`config.mk`:
```
export PLATFORM = sky130hd
export DESIGN_NAME = bip_halt_reporter
export DESIGN_NICKNAME = d
export VERILOG_FILES = /design/src/rtl/bip_halt_reporter_pkg.sv /design/src/rtl/bip_halt_reporter_sat_cycle_counter.sv /design/src/rtl/bip_halt_reporter.sv
export SDC_FILE = /design/constraint.sdc
export NUM_CORES = 1
export LEC_CHECK = 0
export CORE_ASPECT_RATIO = 0.7
export CORE_MARGIN = 2
export CORE_UTILIZATION = 55
export CTS_CLUSTER_DIAMETER = 100
export DETAILED_ROUTE_END_ITERATION = 10
export GPL_TIMING_DRIVEN = 1
export PLACE_DENSITY = 0.73
export SKIP_CTS_REPAIR_TIMING = 1
export SLEW_MARGIN = 15
export SYNTH_ARGS = -nofsm -noshare
export SYNTH_HDL_FRONTEND = slang
export SYNTH_HIERARCHICAL = 1
export SYNTH_SLANG_ARGS = --single-unit
```
`constraint.sdc`:
```
create_clock -name i_clk -period 7.2 [get_ports i_clk]
set_input_delay 1.44 -clock i_clk [delete_from_list [all_inputs] [get_ports i_clk]]
set_output_delay 1.44 -clock i_clk [all_outputs]
set_load 0.005 [all_outputs]
```
`src/rtl/bip_halt_reporter_pkg.sv`:
```
// Shared constants for the BIP halt reporter: opcodes, frame header, FSM encoding
// and the frame geometry derived from the default datapath widths.
package bip_halt_reporter_pkg;

    // BIP instruction set opcodes, held in the instruction MSBs.
    localparam logic [4:0] OP_HLT  = 5'b00000;
    localparam logic [4:0] OP_STO  = 5'b00001;
    localparam logic [4:0] OP_LD   = 5'b00010;
    localparam logic [4:0] OP_LDI  = 5'b00011;
    localparam logic [4:0] OP_ADD  = 5'b00100;
    localparam logic [4:0] OP_ADDI = 5'b00101;
    localparam logic [4:0] OP_SUB  = 5'b00110;
    localparam logic [4:0] OP_SUBI = 5'b00111;

    localparam logic [7:0] FRAME_HEADER = 8'hA5;

    typedef enum logic [1:0] {
        ST_RUN,
        ST_START,
        ST_WAIT,
        ST_DONE
    } state_t;

    function automatic int bytes_for(input int nbits, input int nb_byte);
        return (nbits + nb_byte - 1) / nb_byte;
    endfunction

    localparam int PC_BYTES_DEF  = bytes_for(11, 8);
    localparam int ACC_BYTES_DEF = bytes_for(16, 8);
    localparam int CNT_BYTES_DEF = bytes_for(32, 8);
    localparam int FRAME_LEN_DEF = 1 + PC_BYTES_DEF + ACC_BYTES_DEF + CNT_BYTES_DEF;

endpackage

```
`src/rtl/bip_halt_reporter_sat_cycle_counter.sv`:
```
// Free-running cycle counter that sticks at all-ones instead of wrapping; also
// exposes the saturated next value so a capture on the same edge includes it.
module bip_halt_reporter_sat_cycle_counter #(
    parameter int NB_CYCLES = 32
) (
    input  logic                 i_clk,
    input  logic                 i_clr,
    input  logic                 i_en,
    output logic [NB_CYCLES-1:0] o_count_next
);

    logic [NB_CYCLES-1:0] count;

    assign o_count_next = (&count) ? count : count + NB_CYCLES'(1);

    always_ff @(posedge i_clk) begin
        if (i_clr) begin
            count <= '0;
        end else if (i_en) begin
            count <= o_count_next;
        end
    end

endmodule

```
`src/rtl/bip_halt_reporter.sv`:
```
// BIP halt reporter: freezes the CPU on HALT and sends PC, ACC and cycle count
// to the UART transmitter as a header-prefixed, MSB-first byte frame.
module bip_halt_reporter
    import bip_halt_reporter_pkg::*;
#(
    parameter int                   NB_INSTRUC  = 16,
    parameter int                   NB_OPCODE   = 5,
    parameter int                   NB_ADDR     = 11,
    parameter int                   NB_DATA     = 16,
    parameter int                   NB_CYCLES   = 32,
    parameter int                   NB_BYTE     = 8,
    parameter logic [NB_OPCODE-1:0] HALT_OPCODE = NB_OPCODE'(OP_HLT),
    parameter logic [NB_BYTE-1:0]   HEADER      = NB_BYTE'(FRAME_HEADER)
) (
    input  logic                  i_clk,
    input  logic                  i_rst,
    input  logic [NB_INSTRUC-1:0] i_instruc,
    input  logic [NB_ADDR-1:0]    i_addr_program_mem,
    input  logic [NB_DATA-1:0]    i_acc,
    input  logic                  i_tx_done,
    output logic                  o_cpu_en,
    output logic                  o_tx_start,
    output logic [NB_BYTE-1:0]    o_tx_data,
    output logic                  o_done
);

    localparam int PC_BYTES  = bytes_for(NB_ADDR, NB_BYTE);
    localparam int ACC_BYTES = bytes_for(NB_DATA, NB_BYTE);
    localparam int CNT_BYTES = bytes_for(NB_CYCLES, NB_BYTE);
    localparam int PC_W      = PC_BYTES * NB_BYTE;
    localparam int ACC_W     = ACC_BYTES * NB_BYTE;
    localparam int CNT_W     = CNT_BYTES * NB_BYTE;
    localparam int FRAME_LEN = 1 + PC_BYTES + ACC_BYTES + CNT_BYTES;
    localparam int IDX_W     = $clog2(FRAME_LEN);
    localparam logic [IDX_W-1:0] LAST_IDX = IDX_W'(FRAME_LEN - 1);

    state_t               state, state_next;
    logic [IDX_W-1:0]     idx, idx_next;
    logic [NB_ADDR-1:0]   cap_pc, cap_pc_next;
    logic [NB_DATA-1:0]   cap_acc, cap_acc_next;
    logic [NB_CYCLES-1:0] cap_cnt, cap_cnt_next;
    logic [NB_CYCLES-1:0] count_next;
    logic                 halt_seen;
    logic                 unused_operand;

    logic                 tx_start_d;
    logic [NB_BYTE-1:0]   tx_data_d;
    logic                 cpu_en_d;
    logic                 done_d;

    logic [PC_W-1:0]                   pc_ext;
    logic [ACC_W-1:0]                  acc_ext;
    logic [CNT_W-1:0]                  cnt_ext;
    logic [FRAME_LEN-1:0][NB_BYTE-1:0] frame_next;

    assign halt_seen      = (i_instruc[NB_INSTRUC-1 -: NB_OPCODE] == HALT_OPCODE);
    assign unused_operand = ^i_instruc[NB_INSTRUC-NB_OPCODE-1:0];

    bip_halt_reporter_sat_cycle_counter #(
        .NB_CYCLES (NB_CYCLES)
    ) u_sat_cycle_counter (
        .i_clk        (i_clk),
        .i_clr        (i_rst),
        .i_en         (state == ST_RUN),
        .o_count_next (count_next)
    );

    // Frame is built from the values being captured this edge, so the first
    // byte can be registered on the HALT edge itself; element FRAME_LEN-1 goes first.
    assign pc_ext     = PC_W'(cap_pc_next);
    assign acc_ext    = ACC_W'(cap_acc_next);
    assign cnt_ext    = CNT_W'(cap_cnt_next);
    assign frame_next = {HEADER, pc_ext, acc_ext, cnt_ext};

    // NOTE: sequential state uses non-blocking assignments so every flop samples
    // pre-edge values regardless of statement order.
    always_ff @(posedge i_clk) begin
        if (i_rst) begin
            state      <= ST_RUN;
            idx        <= '0;
            cap_pc     <= '0;
            cap_acc    <= '0;
            cap_cnt    <= '0;
            o_cpu_en   <= 1'b1;
            o_tx_start <= 1'b0;
            o_tx_data  <= '0;
            o_done     <= 1'b0;
        end else begin
            state      <= state_next;
            idx        <= idx_next;
            cap_pc     <= cap_pc_next;
            cap_acc    <= cap_acc_next;
            cap_cnt    <= cap_cnt_next;
            o_cpu_en   <= cpu_en_d;
            o_tx_start <= tx_start_d;
            o_tx_data  <= tx_data_d;
            o_done     <= done_d;
        end
    end

    // NOTE: every signal gets a default before the case so no path leaves it
    // unassigned, which would otherwise infer a latch.
    always_comb begin
        state_next   = state;
        idx_next     = idx;
        cap_pc_next  = cap_pc;
        cap_acc_next = cap_acc;
        cap_cnt_next = cap_cnt;
        case (state)
            ST_RUN: begin
                if (halt_seen) begin
                    state_next   = ST_START;
                    idx_next     = '0;
                    cap_pc_next  = i_addr_program_mem;
                    cap_acc_next = i_acc;
                    cap_cnt_next = count_next;
                end
            end
            ST_START: state_next = ST_WAIT;
            ST_WAIT: begin
                if (i_tx_done) begin
                    if (idx == LAST_IDX) begin
                        state_next = ST_DONE;
                    end else begin
                        state_next = ST_START;
                        idx_next   = idx + IDX_W'(1);
                    end
                end
            end
            ST_DONE: state_next = ST_DONE;
            default: state_next = ST_RUN;
        endcase
    end

    // Outputs are registered, so they are decoded from the upcoming state.
    always_comb begin
        tx_start_d = (state_next == ST_START);
        cpu_en_d   = (state_next == ST_RUN);
        done_d     = (state_next == ST_DONE);
        tx_data_d  = o_tx_data;
        if (state_next == ST_START) begin
            tx_data_d = frame_next[LAST_IDX - idx_next];
        end
    end

endmodule

```
# Word-level counts from Yosys, hierarchy flattened
# Cells that the tools add are included.
# op_classes
n_addsub	3
n_lt_le_gt_ge	1
n_eq_ne	6
mux	17
n_reduce_logical	4
# ops
operator	n
two-way mux 32 bit	3
adder 32 x 1 -> 32 bit, second input constant	1
binary-select mux 8 bit (select 4 bit)	1
two-way mux 16 bit	2
AND reduction 32 bit	1
two-way mux 11 bit	2
two-way mux 4 bit	3
two-way mux 8 bit	1
case mux 2 bit (4 select lines)	1
case mux 4 bit (2 select lines)	1
== test 2 bit, second input constant	3
two-way mux 2 bit	3
logical NOT 5 bit	1
< comparator 4 x 5 -> 1 bit, second input constant	1
adder 4 x 1 -> 4 bit, second input constant	1
== test 2 x 1 -> 1 bit, second input constant	2
== test 4 bit, second input constant	1
logical NOT 2 bit	2
subtractor 4 bit, first input constant	1
# totals
ff_bits	108
inputBits	46
out_inout_bits	11
word_cells	41

# Depth between registers and ports, before layout
# depth
depth_word	7
ltp_mapped	16
ltp_nobuf	12

# Modules after synthesis
# Netlist, hierarchy kept.
# by_module_without_submodules
module	n_inst	cells_each	area_each_um2	seq_area_each_um2
bip_halt_reporter	1	402	3563.4	1521.5
bip_halt_reporter_sat_cycle_counter	1	279	2118.3	640.6

# Worst setup path after synthesis
# No wires, ideal clock.
# synth_path
kind	input -> register
start	input port i_tx_done
end	register o_tx_data[3]
setup_time_ns	0.117
arrival_time_ns	4.073
t_required_ns	7.083
slack_ns	3.010
path_stages	12
n_path_buf	5
path_cell_list	clkbuf_1 > a32o_1 > a311oi_1 > buf_2 > buf_2 > ha_1 > nand3_1 > o221ai_4 > buf_4 > buf_2 > o311ai_0 > a32o_1
# synth_via
elab_chain_len	5
word_cells_on_any_way	8
cone_classes	add/sub: 1; eq/ne: 1; mux: 6
# synth_lines
item	line_no	text
from (decl)	bip_halt_reporter.sv:20	input logic i_tx_done,
two-way mux 4 bit	bip_halt_reporter.sv:121	if (i_tx_done) begin
case mux 4 bit (2 select lines)	bip_halt_reporter.sv:109	case (state)
subtractor 4 bit	bip_halt_reporter.sv:142	tx_data_d = frame_next[LAST_IDX - idx_next];
binary-select mux 8 bit (select 4 bit)	bip_halt_reporter.sv:142	
two-way mux 8 bit (implied by the code)	bip_halt_reporter.sv:142	
to (signal assigned)	bip_halt_reporter.sv:96	o_tx_data <= tx_data_d;
to (decl)	bip_halt_reporter.sv:23	output logic [NB_BYTE-1:0] o_tx_data,
# Several ways; a longest one is shown, not always the timed one. The select of a mux whose other input is x is not followed.
# A chain may end at the register's enable or synchronous reset.

# Worst setup path after layout
# layout_path
start	input port i_instruc[12]
end	register o_tx_data[6]
# layout_via
elab_chain_len	6
word_cells_on_any_way	15
cone_classes	add/sub: 1; eq/ne: 1; mux: 12; reduce/logical: 1
# layout_lines
item	line_no	text
from (decl)	bip_halt_reporter.sv:17	input logic [NB_INSTRUC-1:0] i_instruc,
logical NOT 5 bit (*)	bip_halt_reporter.sv:56	assign halt_seen = (i_instruc[NB_INSTRUC-1 -: NB_OPCODE] == HALT_OPCODE);
two-way mux 4 bit	bip_halt_reporter.sv:111	if (halt_seen) begin
case mux 4 bit (2 select lines)	bip_halt_reporter.sv:109	
subtractor 4 bit	bip_halt_reporter.sv:142	
binary-select mux 8 bit (select 4 bit)	bip_halt_reporter.sv:142	
two-way mux 8 bit (implied by the code)	bip_halt_reporter.sv:142	
# Every way passes the cells marked *; elsewhere a longest branch is shown, timed or not. The select of a mux whose other input is x is not followed.

==> metrics.log <==
[metrics] vias in the first global route: 4490
[metrics] Placement Rows: 30
[metrics] 1st-iter DRT viols: between 500 and 600
[metrics] clock sink total: 108
[metrics] drt pass-1 iters: 5
[metrics] maxcap violations: 0
[metrics] worst hold path startpoint: cap_pc[1]
[metrics] Final GP Congestion: about 0.86
[metrics] remaining global-route overflow: 0
[metrics] reg2reg end: o_tx_data[6]
[metrics] critical path required time: 7.49 ns
[metrics] core utilization of the finished layout: 64.6%
[metrics] final routed DRC violation total: 0
[metrics] clock root buffer: sky130_fd_sc_hd__clkbuf_16
[metrics] post-synthesis instance area: 5680 um2
[metrics] slack of the worst reg-to-reg path: 3.16 ns
[metrics] Setup Viol. Count Final: 0
[metrics] depth of the CTS H-tree: 3
[metrics] Layout Nets: roughly 750
[metrics] slew at the pin with the worst max-slew slack: 1.12 ns
[metrics] area inside the core boundary: 9870 um2
[metrics] clock transition at the registers of the reported paths: 0.06 ns
[metrics] critical path type: in2reg
[metrics] largest fanout of any net on the critical path: 29
[metrics] Final period util: between 60% and 70%
[metrics] final count of hold timing violations: 0
[metrics] fill cell total of the finished layout: 839
[metrics] setup repair after global routing missed its margin: no
[metrics] nets in the synthesized netlist: between 700 and 800
[metrics] number of nets with antenna violations after detailed routing: 0
[metrics] maximum number of pins on one net before global-route repair: 82
[metrics] Min Clock Period, post-route: 4.88 ns
[metrics] sum of negative setup slack: 0 ns
[metrics] via-per-instance ratio: 6.06
[metrics] number of antenna violations at the first check in global routing: 0
[metrics] number of distinct standard cells referenced by the synthesized netlist: 65
[metrics] share of cells above drive strength 1: just over 7%
[metrics] total routing usage reported by global routing: between 20% and 30%
[metrics] worst hold endpoint: cap_pc[1]
[metrics] critical path arrival: 5.17 ns
[metrics] antenna cell count: 0
[metrics] result of the run: finished, final reports clean
[metrics] part of the Yosys area used for sequential elements: a little under two fifths
[metrics] placed wire-length estimate: 9.65 mm
[metrics] WL final: 13.8 mm
[metrics] clock tree from TritonCTS: done
[metrics] worst hold path stage count: 2
[metrics] # port buffers: 45
[metrics] vertical die dimension: between 80 and 90 um
[metrics] vias after detailed routing: 5029
[metrics] pins over their slew limit: 0
[metrics] Worst Setup End Kind: register
[metrics] standard cell area after detailed placement: 6070 um2
[metrics] Highest Clock Rate: 205 MHz
[metrics] leading register cell type out of synthesis: sky130_fd_sc_hd__dfxtp_1
[metrics] Die Footprint: 11200 um2
[metrics] Final Cell Area: 6380 um2
[metrics] Leakage: 2.15 nW
[metrics] starting density of the core: 57.6%
[metrics] worst slack at placement: 2.04 ns
[metrics] global-route wire length before repair: 22.3 mm
[metrics] cell depth of the worst flop-to-flop path: 13
[metrics] clock buffers created by TritonCTS: 9
[metrics] r2r startpoint: idx[0]
[metrics] syn_area_per_cell: 8.34 um2
[metrics] post-synthesis sequential element count: 108
[metrics] worst supply voltage drop on vdd: 0.127 mV
[metrics] number of placed I/O pins: between 50 and 60
[metrics] path category of the worst min-delay check: reg2reg
[metrics] Post-Synthesis Cells: approximately 700
[metrics] later-pin clock latency in the skew report: roughly 0.35 ns
[metrics] number of buffers between clock root and the deepest sink: 2
[metrics] Horiz. Die Dim: between 100 and 150 um
[metrics] final worst setup slack: roughly 2.3 ns
[metrics] warning count from the yosys run: 6
[metrics] power per standard cell area: between 150 and 200 nW/um2
[metrics] Routed wire per std cell: 16.7 um
[metrics] count of flip-flops with a built-in enable after synthesis: 0
[metrics] share of flip-flops with an asynchronous set or reset after synthesis: 0%
[metrics] CP startpoint kind: input port
[metrics] area added between synthesis and finish: 12.2%
[metrics] worst slew slack as a fraction of its limit: ~25%
[metrics] clock skew: 0.00885 ns
worst max path at each step:
stage | from | cells past startpoint | slack (ns) | to
final | i_instruc[12] | 12 | 2.32 | o_tx_data[6]
after detailed placement | i_instruc[12] | 12 | 2.04 | o_tx_data[3]
after global placement | i_instruc[12] | 12 | 2.12 | o_tx_data[3]
after CTS | i_instruc[12] | 12 | 2.40 | o_tx_data[3]
after floorplan | i_tx_done | 12 | 3.01 | o_tx_data[3]
after global routing | i_instruc[11] | 12 | 2.04 | o_tx_data[6]
power by group:
group	total (mW)	switching, mW	leakage, nW	internal, mW
logic	0.0621	0.0324	1.13	0.0298
clock network	0.498	0.212	0.151	0.286
registers	0.607	0.00473	0.871	0.602
total	1.17	0.249	2.15	0.918
through the flow:
step	std cells	hold slack [ns]	power (mW)
finish	830	0.462	1.17
global route	830	0.474	1.20
CTS	830	0.462	1.18
detailed placement	815	0.451	0.682
global placement	815	0.444	0.681
floorplan	681	0.436	0.654
final cells by class:
type | count | area (um2) | share of cell area (%)
tap | 128 | 160 | 2.51
clock inverter | 4 | 48.8 | 0.765
multi-input combinational | 521 | 3250 | 50.9
inverter | 10 | 37.5 | 0.589
clock buffer | 11 | 253 | 3.96
timing repair buffer | 48 | 468 | 7.34
sequential | 108 | 2160 | 33.9
worst max-delay path, stage by stage:
cell and delay, ns:
sky130_fd_sc_hd__clkdlybuf4s50_1 0.41, sky130_fd_sc_hd__nor3_1 0.33, sky130_fd_sc_hd__nand2_1 0.18, sky130_fd_sc_hd__a311oi_4 0.30
sky130_fd_sc_hd__buf_4 0.38, sky130_fd_sc_hd__ha_1 0.35, sky130_fd_sc_hd__nand3_1 0.18, sky130_fd_sc_hd__o221ai_4 0.63
sky130_fd_sc_hd__nand2_1 0.10, sky130_fd_sc_hd__and3_1 0.20, sky130_fd_sc_hd__o311ai_1 0.40, sky130_fd_sc_hd__a32o_1 0.22
cells by family after synthesis:
kind of cell               after synthesis  synth area share [%]
adders and majority gates                4                 0.881
DFF                                    108                  38.1
buffers and inverters                   52                  5.11
AOI/OAI and AO/OA                      142                  15.7
and+or+nand+nor                        296                  25.7
xor gates and xnor gates                32                  4.93
muxes                                   47                  9.67
synthesized netlist by cell type (5+ instances only):
master	n	area [um2]
sky130_fd_sc_hd__o31ai_1	5	37.5
sky130_fd_sc_hd__o311ai_0	5	43.8
sky130_fd_sc_hd__xnor2_1	13	114
sky130_fd_sc_hd__mux2i_1	38	380
sky130_fd_sc_hd__inv_1	9	33.8
sky130_fd_sc_hd__or3_2	5	37.5
sky130_fd_sc_hd__nand4_1	13	81.3
sky130_fd_sc_hd__nand2_1	101	379
sky130_fd_sc_hd__o21ai_0	25	125
sky130_fd_sc_hd__nor3_1	10	50.1
sky130_fd_sc_hd__nand3_1	26	130
sky130_fd_sc_hd__nor2_1	79	297
sky130_fd_sc_hd__dfxtp_1	108	2160
sky130_fd_sc_hd__a32o_1	6	60.1
sky130_fd_sc_hd__a21oi_1	69	345
sky130_fd_sc_hd__xor2_1	19	166
sky130_fd_sc_hd__and3_1	9	56.3
sky130_fd_sc_hd__clkbuf_1	20	75.1
sky130_fd_sc_hd__or4_1	9	67.6
sky130_fd_sc_hd__mux4_2	6	135
sky130_fd_sc_hd__buf_2	8	40.0
sky130_fd_sc_hd__or3_1	14	87.6
placed cells by master, fill, tap and decap left out, types with 4 or more instances in the layout:
cell type	synthesis	layout
sky130_fd_sc_hd__o211ai_1	4	4
sky130_fd_sc_hd__clkbuf_16	0	9
sky130_fd_sc_hd__or3_1	14	14
sky130_fd_sc_hd__or3_2	5	5
sky130_fd_sc_hd__ha_1	4	4
sky130_fd_sc_hd__and3_1	9	9
sky130_fd_sc_hd__o311ai_0	5	5
sky130_fd_sc_hd__xor2_1	19	19
sky130_fd_sc_hd__a32o_1	6	6
sky130_fd_sc_hd__mux2i_1	38	38
sky130_fd_sc_hd__nand4_1	13	13
sky130_fd_sc_hd__nand3_1	26	26
sky130_fd_sc_hd__nand2_1	101	101
sky130_fd_sc_hd__mux4_2	6	6
sky130_fd_sc_hd__o21ai_0	25	25
sky130_fd_sc_hd__nor4_1	4	4
sky130_fd_sc_hd__or4_1	9	9
sky130_fd_sc_hd__o31ai_1	5	5
sky130_fd_sc_hd__xnor2_1	13	13
sky130_fd_sc_hd__clkdlybuf4s50_1	0	44
sky130_fd_sc_hd__dfxtp_1	108	108
sky130_fd_sc_hd__inv_1	9	9
sky130_fd_sc_hd__nor3_1	10	10
sky130_fd_sc_hd__a21oi_1	69	69
sky130_fd_sc_hd__nor2_1	79	79
layer usage:
layer | global-route usage [%] | vias up | share of wire (%)
li1 | - | 2451 | -
met1 | 35.4 | 2386 | 48
met2 | 38.9 | 174 | 44
met3 | 4.73 | 18 | 6.7
met4 | 8.18 | 0 | 1.5
met5 | 0 | - | 0
sequential cells by signal (all words and copies together) (netlist names):
name,flops
cap_cnt,32
o_tx_data,8
o_tx_start,1
o_cpu_en,1
o_done,1
cap_pc,11
cap_acc,16
state,2
u_sat_cycle_counter/count,32
idx,4
Power figures use the tool's default switching activity.
